<file path="src/rtl/llr_scaler_if.sv">
// Valid/ready message bus carrying LANES packed LLR messages into and out of llr_scaler.
// The master side is the upstream producer / downstream consumer pair; the slave side is the scaler.
interface llr_scaler_if #(
  parameter int W     = 9,
  parameter int LANES = 4
);
  logic               i_valid;
  logic               o_ready;
  logic [2:0]         i_mode;
  logic [LANES*W-1:0] i_data;
  logic               o_valid;
  logic               i_ready;
  logic [LANES*W-1:0] o_data;
  logic [15:0]        o_sat_cnt;

  modport master (
    output i_valid, i_mode, i_data, i_ready,
    input  o_ready, o_valid, o_data, o_sat_cnt
  );

  modport slave (
    input  i_valid, i_mode, i_data, i_ready,
    output o_ready, o_valid, o_data, o_sat_cnt
  );
endinterface

</file>
<file path="src/rtl/llr_scaler.sv">
// Two-stage valid/ready LLR scaler: each lane is multiplied by N/8 (N selected per beat by i_mode),
// either as floored shift-add terms or as an exact rounded product, with optional symmetric clamp.
module llr_scaler #(
  parameter int W       = 9,
  parameter int LANES   = 4,
  parameter int ARITH   = 0,
  parameter int SYM_SAT = 1
) (
  input  logic        i_clk,
  input  logic        i_rst,
  llr_scaler_if.slave bus
);
  localparam int PW = W + 4;
  localparam logic signed [PW-1:0] MIN_VAL = {{(PW-W+1){1'b1}}, {(W-1){1'b0}}};
  localparam logic [W-1:0]         SAT_VAL = {1'b1, {(W-2){1'b0}}, 1'b1};
  localparam logic signed [PW-1:0] RND     = 4;

  function automatic logic signed [PW-1:0] ext(input logic signed [W-1:0] v);
    return {{(PW-W){v[W-1]}}, v};
  endfunction

  logic                 en;
  logic                 s1_valid;
  logic [3:0]           n_dec;
  logic signed [W-1:0]  lane_in  [LANES];
  logic signed [PW-1:0] res      [LANES];
  logic [W-1:0]         lane_out [LANES];
  logic [16:0]          clamp_cnt;
  logic [16:0]          cnt_sum;
  logic                 o_valid_q;
  logic [LANES*W-1:0]   o_data_q;
  logic [15:0]          sat_cnt_q;

  // Both stages advance together unless a valid output is being held by the consumer.
  assign en            = !o_valid_q || bus.i_ready;
  assign bus.o_ready   = en;
  assign bus.o_valid   = o_valid_q;
  assign bus.o_data    = o_data_q;
  assign bus.o_sat_cnt = sat_cnt_q;

  always_comb begin
    for (int k = 0; k < LANES; k++) begin
      lane_in[k] = bus.i_data[k*W +: W];
    end
  end

  // Reserved modes fall back to 0.75 so a stray mode never produces an unscaled message.
  always_comb begin
    case (bus.i_mode)
      3'd0:    n_dec = 4'd8;
      3'd1:    n_dec = 4'd7;
      3'd3:    n_dec = 4'd5;
      3'd4:    n_dec = 4'd4;
      default: n_dec = 4'd6;
    endcase
  end

  always_ff @(posedge i_clk) begin
    if (i_rst) begin
      s1_valid <= 1'b0;
    end else if (en) begin
      s1_valid <= bus.i_valid;
    end
  end

  if (ARITH == 0) begin : g_shift
    logic [3:0]          s1_n;
    logic signed [W-1:0] s1_x [LANES];
    logic signed [W-1:0] s1_h [LANES];
    logic signed [W-1:0] s1_q [LANES];
    logic signed [W-1:0] s1_e [LANES];

    always_ff @(posedge i_clk) begin
      if (en && bus.i_valid) begin
        s1_n <= n_dec;
        for (int k = 0; k < LANES; k++) begin
          s1_x[k] <= lane_in[k];
          s1_h[k] <= lane_in[k] >>> 1;
          s1_q[k] <= lane_in[k] >>> 2;
          s1_e[k] <= lane_in[k] >>> 3;
        end
      end
    end

    always_comb begin
      for (int k = 0; k < LANES; k++) begin
        case (s1_n)
          4'd8:    res[k] = ext(s1_x[k]);
          4'd7:    res[k] = ext(s1_h[k]) + ext(s1_q[k]) + ext(s1_e[k]);
          4'd6:    res[k] = ext(s1_h[k]) + ext(s1_q[k]);
          4'd5:    res[k] = ext(s1_h[k]) + ext(s1_e[k]);
          default: res[k] = ext(s1_h[k]);
        endcase
      end
    end
  end else begin : g_mult
    logic signed [PW-1:0] s1_p [LANES];

    always_ff @(posedge i_clk) begin
      if (en && bus.i_valid) begin
        for (int k = 0; k < LANES; k++) begin
          s1_p[k] <= ext(lane_in[k]) * $signed({{(PW-4){1'b0}}, n_dec});
        end
      end
    end

    always_comb begin
      for (int k = 0; k < LANES; k++) begin
        res[k] = (s1_p[k] + RND) >>> 3;
      end
    end
  end

  // Only the most negative code can occur outside the symmetric range, so it is the sole clamp case.
  always_comb begin
    clamp_cnt = '0;
    for (int k = 0; k < LANES; k++) begin
      lane_out[k] = res[k][W-1:0];
      if (SYM_SAT != 0 && res[k] == MIN_VAL) begin
        lane_out[k] = SAT_VAL;
        clamp_cnt   = clamp_cnt + 17'd1;
      end
    end
    cnt_sum = {1'b0, sat_cnt_q} + clamp_cnt;
  end

  always_ff @(posedge i_clk) begin
    if (i_rst) begin
      o_valid_q <= 1'b0;
      o_data_q  <= '0;
      sat_cnt_q <= '0;
    end else if (en) begin
      o_valid_q <= s1_valid;
      if (s1_valid) begin
        for (int k = 0; k < LANES; k++) begin
          o_data_q[k*W +: W] <= lane_out[k];
        end
        sat_cnt_q <= cnt_sum[16] ? 16'hFFFF : cnt_sum[15:0];
      end
    end
  end
endmodule

</file>
<file path="src/flat_wrapper.sv">
// flat-port wrapper written by rule: the top's interface ports become plain ports
module llr_scaler_flat 
#(
  parameter int W       = 9,
  parameter int LANES   = 4,
  parameter int ARITH   = 0,
  parameter int SYM_SAT = 1
)
  (i_clk, i_rst, bus_i_valid, bus_i_mode, bus_i_data, bus_i_ready, bus_o_ready, bus_o_valid, bus_o_data, bus_o_sat_cnt);
  llr_scaler_if #(.W(W), .LANES(LANES)) bus_i ();
  input  logic i_clk;
  input  logic i_rst;
  input wire logic [$bits(bus_i.i_valid)-1:0] bus_i_valid;
  input wire logic [$bits(bus_i.i_mode)-1:0] bus_i_mode;
  input wire logic [$bits(bus_i.i_data)-1:0] bus_i_data;
  input wire logic [$bits(bus_i.i_ready)-1:0] bus_i_ready;
  output wire logic [$bits(bus_i.o_ready)-1:0] bus_o_ready;
  output wire logic [$bits(bus_i.o_valid)-1:0] bus_o_valid;
  output wire logic [$bits(bus_i.o_data)-1:0] bus_o_data;
  output wire logic [$bits(bus_i.o_sat_cnt)-1:0] bus_o_sat_cnt;
  assign bus_i.i_valid = bus_i_valid;
  assign bus_i.i_mode = bus_i_mode;
  assign bus_i.i_data = bus_i_data;
  assign bus_i.i_ready = bus_i_ready;
  assign bus_o_ready = bus_i.o_ready;
  assign bus_o_valid = bus_i.o_valid;
  assign bus_o_data = bus_i.o_data;
  assign bus_o_sat_cnt = bus_i.o_sat_cnt;
  llr_scaler #(.W(W), .LANES(LANES), .ARITH(ARITH), .SYM_SAT(SYM_SAT)) u_core (.i_clk(i_clk), .i_rst(i_rst), .bus(bus_i));
endmodule
</file>
<file path="config.mk">
export PLATFORM = sky130hd
export DESIGN_NAME = llr_scaler_flat
export DESIGN_NICKNAME = d
export VERILOG_FILES = /design/src/rtl/llr_scaler_if.sv /design/src/rtl/llr_scaler.sv /design/src/flat_wrapper.sv
export SDC_FILE = /design/constraint.sdc
export NUM_CORES = 1
export LEC_CHECK = 0
export BUFFER_PORTS_ARGS = -buffer_cell sky130_fd_sc_hd__buf_4
export CAP_MARGIN = 15
export CORE_MARGIN = 8
export CORE_UTILIZATION = 50
export CTS_CLUSTER_DIAMETER = 120
export DETAILED_ROUTE_END_ITERATION = 16
export PLACE_DENSITY = 0.7
export SYNTH_ARGS = -nofsm -noshare
export SYNTH_HDL_FRONTEND = slang
export SYNTH_SLANG_ARGS = --single-unit
export TNS_END_PERCENT = 100
</file>
<file path="constraint.sdc">
create_clock -name i_clk -period 11.41 [get_ports i_clk]
set_input_delay 3.423 -clock i_clk [delete_from_list [all_inputs] [get_ports i_clk]]
set_output_delay 3.423 -clock i_clk [all_outputs]
set_load 0.02 [all_outputs]
</file>
==> metrics <==
fmax=136 MHz; Required @ worst endpoint=between 7 and 8 ns; drt drc=0; die height=145 um; CTS buffer count=9; endpoints failing hold=0; dpl cell area=a little over 9000 um^2; Final GP Congestion=0.900; area leader, netlist=edfxtp_1; Multi-input gate area=about 5700 um^2; minimum clock period=7.35 ns; first-pass GRT wire length=37.9 mm; final hold slack=~0.46 ns; EDFF count, synth=40; GRT Residual Overflow=0; wire length per cell=18.3 um; Routed Antenna Nets=0; Peak VDD IR=85.0 uV; DP HPWL=16.9 mm; clk slew on worst S/H paths=0.07 ns; Area growth syn-to-layout=13.9%; root buffer cell=clkbuf_16; hold buffer count at cts=0; Die W=145 um; Syn Nets=approximately 1100; classification of the worst setup path=in2out; core area=16400 um^2; Design Area, Final=9460 um^2; number of global-route vias before repair=between 7000 and 8000; Synth area leaders=edfxtp_1 14%, ha_1 14%, dfxtp_1 13%, nor2_1 5.7%, a21oi_1 4.9%; RSZ-0062 raised after global routing=no; port bufs=between 90 and 100; antenna diode count=0; GR Util All Layers=22.8%; Lkg Pwr=3.88 nW; Ys Warns=0; endpoint type of the worst setup path=primary output; clk buf depth=2; initial drt markers=between 800 and 900; Power Density=roughly 120 nW/um^2; max_cap viols=0; Worst Tran Pin Value=1.14 ns; Filler cells=1519; Ports=97; final setup fails=0; CP Data Arrival Time=3.92 ns; Vias=7834; Rel. slew slack=a little under a quarter; Via-to-Cell Ratio=about 6.1; hold crit path type=reg2reg; CP max FO=6; synthesized area=8310 um^2; Primary FF master, synth=dfxtp_1; layout cells sized above 1=12.9%; # rows=47; most frequent cells in the layout=126 x nor2_1, 102 x buf_4, 93 x ha_1; commonest non-fill, non-tap cell in the layout=nor2_1; outcome=finished clean; Synth cell types=85; final WL=23.6 mm; average cell area after synthesis=8.33 um^2; Final Cycle Share=64.4%; total power=1.12 mW; initial antenna violation count=0; first-pass iteration count of the detailed router=5; Reg area=~2300 um^2; Pins Over Slew Limit=0; die area=21000 um^2; CTS tree=done; CTS resizes=0; startpoint types=primary input; flops & latches, synth=94; largest net degree at the start of global routing=55; TritonCTS sink count=94; Initial Utilization=about half; Async SR Flop Fraction=0%; setup TNS=0 ns; post-synth top area share=14.5%; synthesized instance count=997; share of the yosys chip area belonging to registers=27.5%; Setup Buffers After CTS=0; Worst Skew=around 0.012 ns; H-tree depth=3; Layout Nets=1214; clk_lat worst skew=0.36 ns
stage by stage:
stage	util, %	instances	setup slack [ns]
floorplan	-	997	4.19
global placement	55.9	1274	4.08
detailed placement	55.9	1274	4.07
CTS	57.6	1290	4.07
global route	57.6	1290	4.04
finish	57.6	1290	4.06
sequential cells by signal, indices dropped and copies added (netlist names):
| signal | count |
|---|---|
| u_core.bus.o_data | 36 |
| u_core.bus.o_sat_cnt | 16 |
| u_core.bus.o_valid | 1 |
| u_core.g_shift.s1_e | 24 |
| u_core.g_shift.s1_h | 6 |
| u_core.g_shift.s1_n | 4 |
| u_core.g_shift.s1_q | 2 |
| u_core.g_shift.s1_x | 4 |
| u_core.s1_valid | 1 |
kinds of logic (layout without fill, tap and decap cells):
| group | count (synthesis) | in the layout | synth area share, % |
|---|---|---|---|
| multiplexers | 14 | 14 | 1.75 |
| adder cells (fa/ha/maj) | 106 | 106 | 17.1 |
| AND/OR/NAND/NOR | 338 | 338 | 19.8 |
| flip-flops | 94 | 94 | 27.5 |
| XOR/XNOR | 49 | 49 | 5.26 |
| AO/OA/AOI/OAI | 304 | 304 | 24.1 |
| other | 1 | 1 | 0.0452 |
| buffers and inverters | 91 | 164 | 4.41 |
synth_stat cells (7+ instances only):
master and n:
xor2_1 16, nor3b_1 13, a21o_1 11, a21oi_1 82, nand2b_1 17, inv_1 46, a211oi_1 36, nor2b_1 15
clkbuf_1 26, nor3_1 24, xnor2_1 32, a31oi_1 10, fa_1 13, nor2_1 126, buf_2 11, mux2i_1 12
nand3_1 16, nand2_1 80, edfxtp_1 40, o21a_1 15, nand4_1 8, o21bai_1 7, ha_1 93, dfxtp_1 54
o21ai_0 57, o22ai_1 19
routing by layer:
metal / routed length (um) / track usage, % / part of all wire (%) / vias up
li1: - / - / - / 3819
met1: 10700 / 30.1 / 45 / 3652
met2: 10700 / 36.5 / 45 / 303
met3: 1510 / 3.18 / 6.4 / 60
met4: 745 / 10.1 / 3.2 / 0
met5: 0 / 0 / 0 / -
critical path: stages:
cell	delay, ns
buf_4	0.10
nand2b_1	0.20
buf_4	0.19
report_power, final:
part           leakage, nW  total (mW)  internal, mW  switching [mW]
Clock                0.139       0.300         0.162           0.138
Sequential           0.829       0.400         0.372          0.0277
Combinational         2.91       0.425         0.182           0.244
Total                 3.88        1.12         0.715           0.409
final timing paths:
kind | startpoint | end | slack (ns) | cells after the start
worst min register to register | u_core.bus.o_data[5] | u_core.bus.o_data[5] | 0.46 | 2
worst max register to register | u_core.g_shift.s1_e[1][0] | u_core.bus.o_sat_cnt[12] | 4.76 | 29
worst min-delay path | u_core.bus.o_data[5] | u_core.bus.o_data[5] | 0.46 | 2
worst max-delay path | bus_i_ready | bus_o_ready | 4.06 | 3
final cells by class:
class                   instances  share of cell area (%)
well taps                     220                    2.91
flip-flops and latches         94                    24.1
clock buffers                  13                    2.77
repair buffers                102                    8.10
inverters                      46                    1.83
multi-input cells             812                    60.1
clock inverters                 3                   0.198
Power figures use the tool's default switching activity.
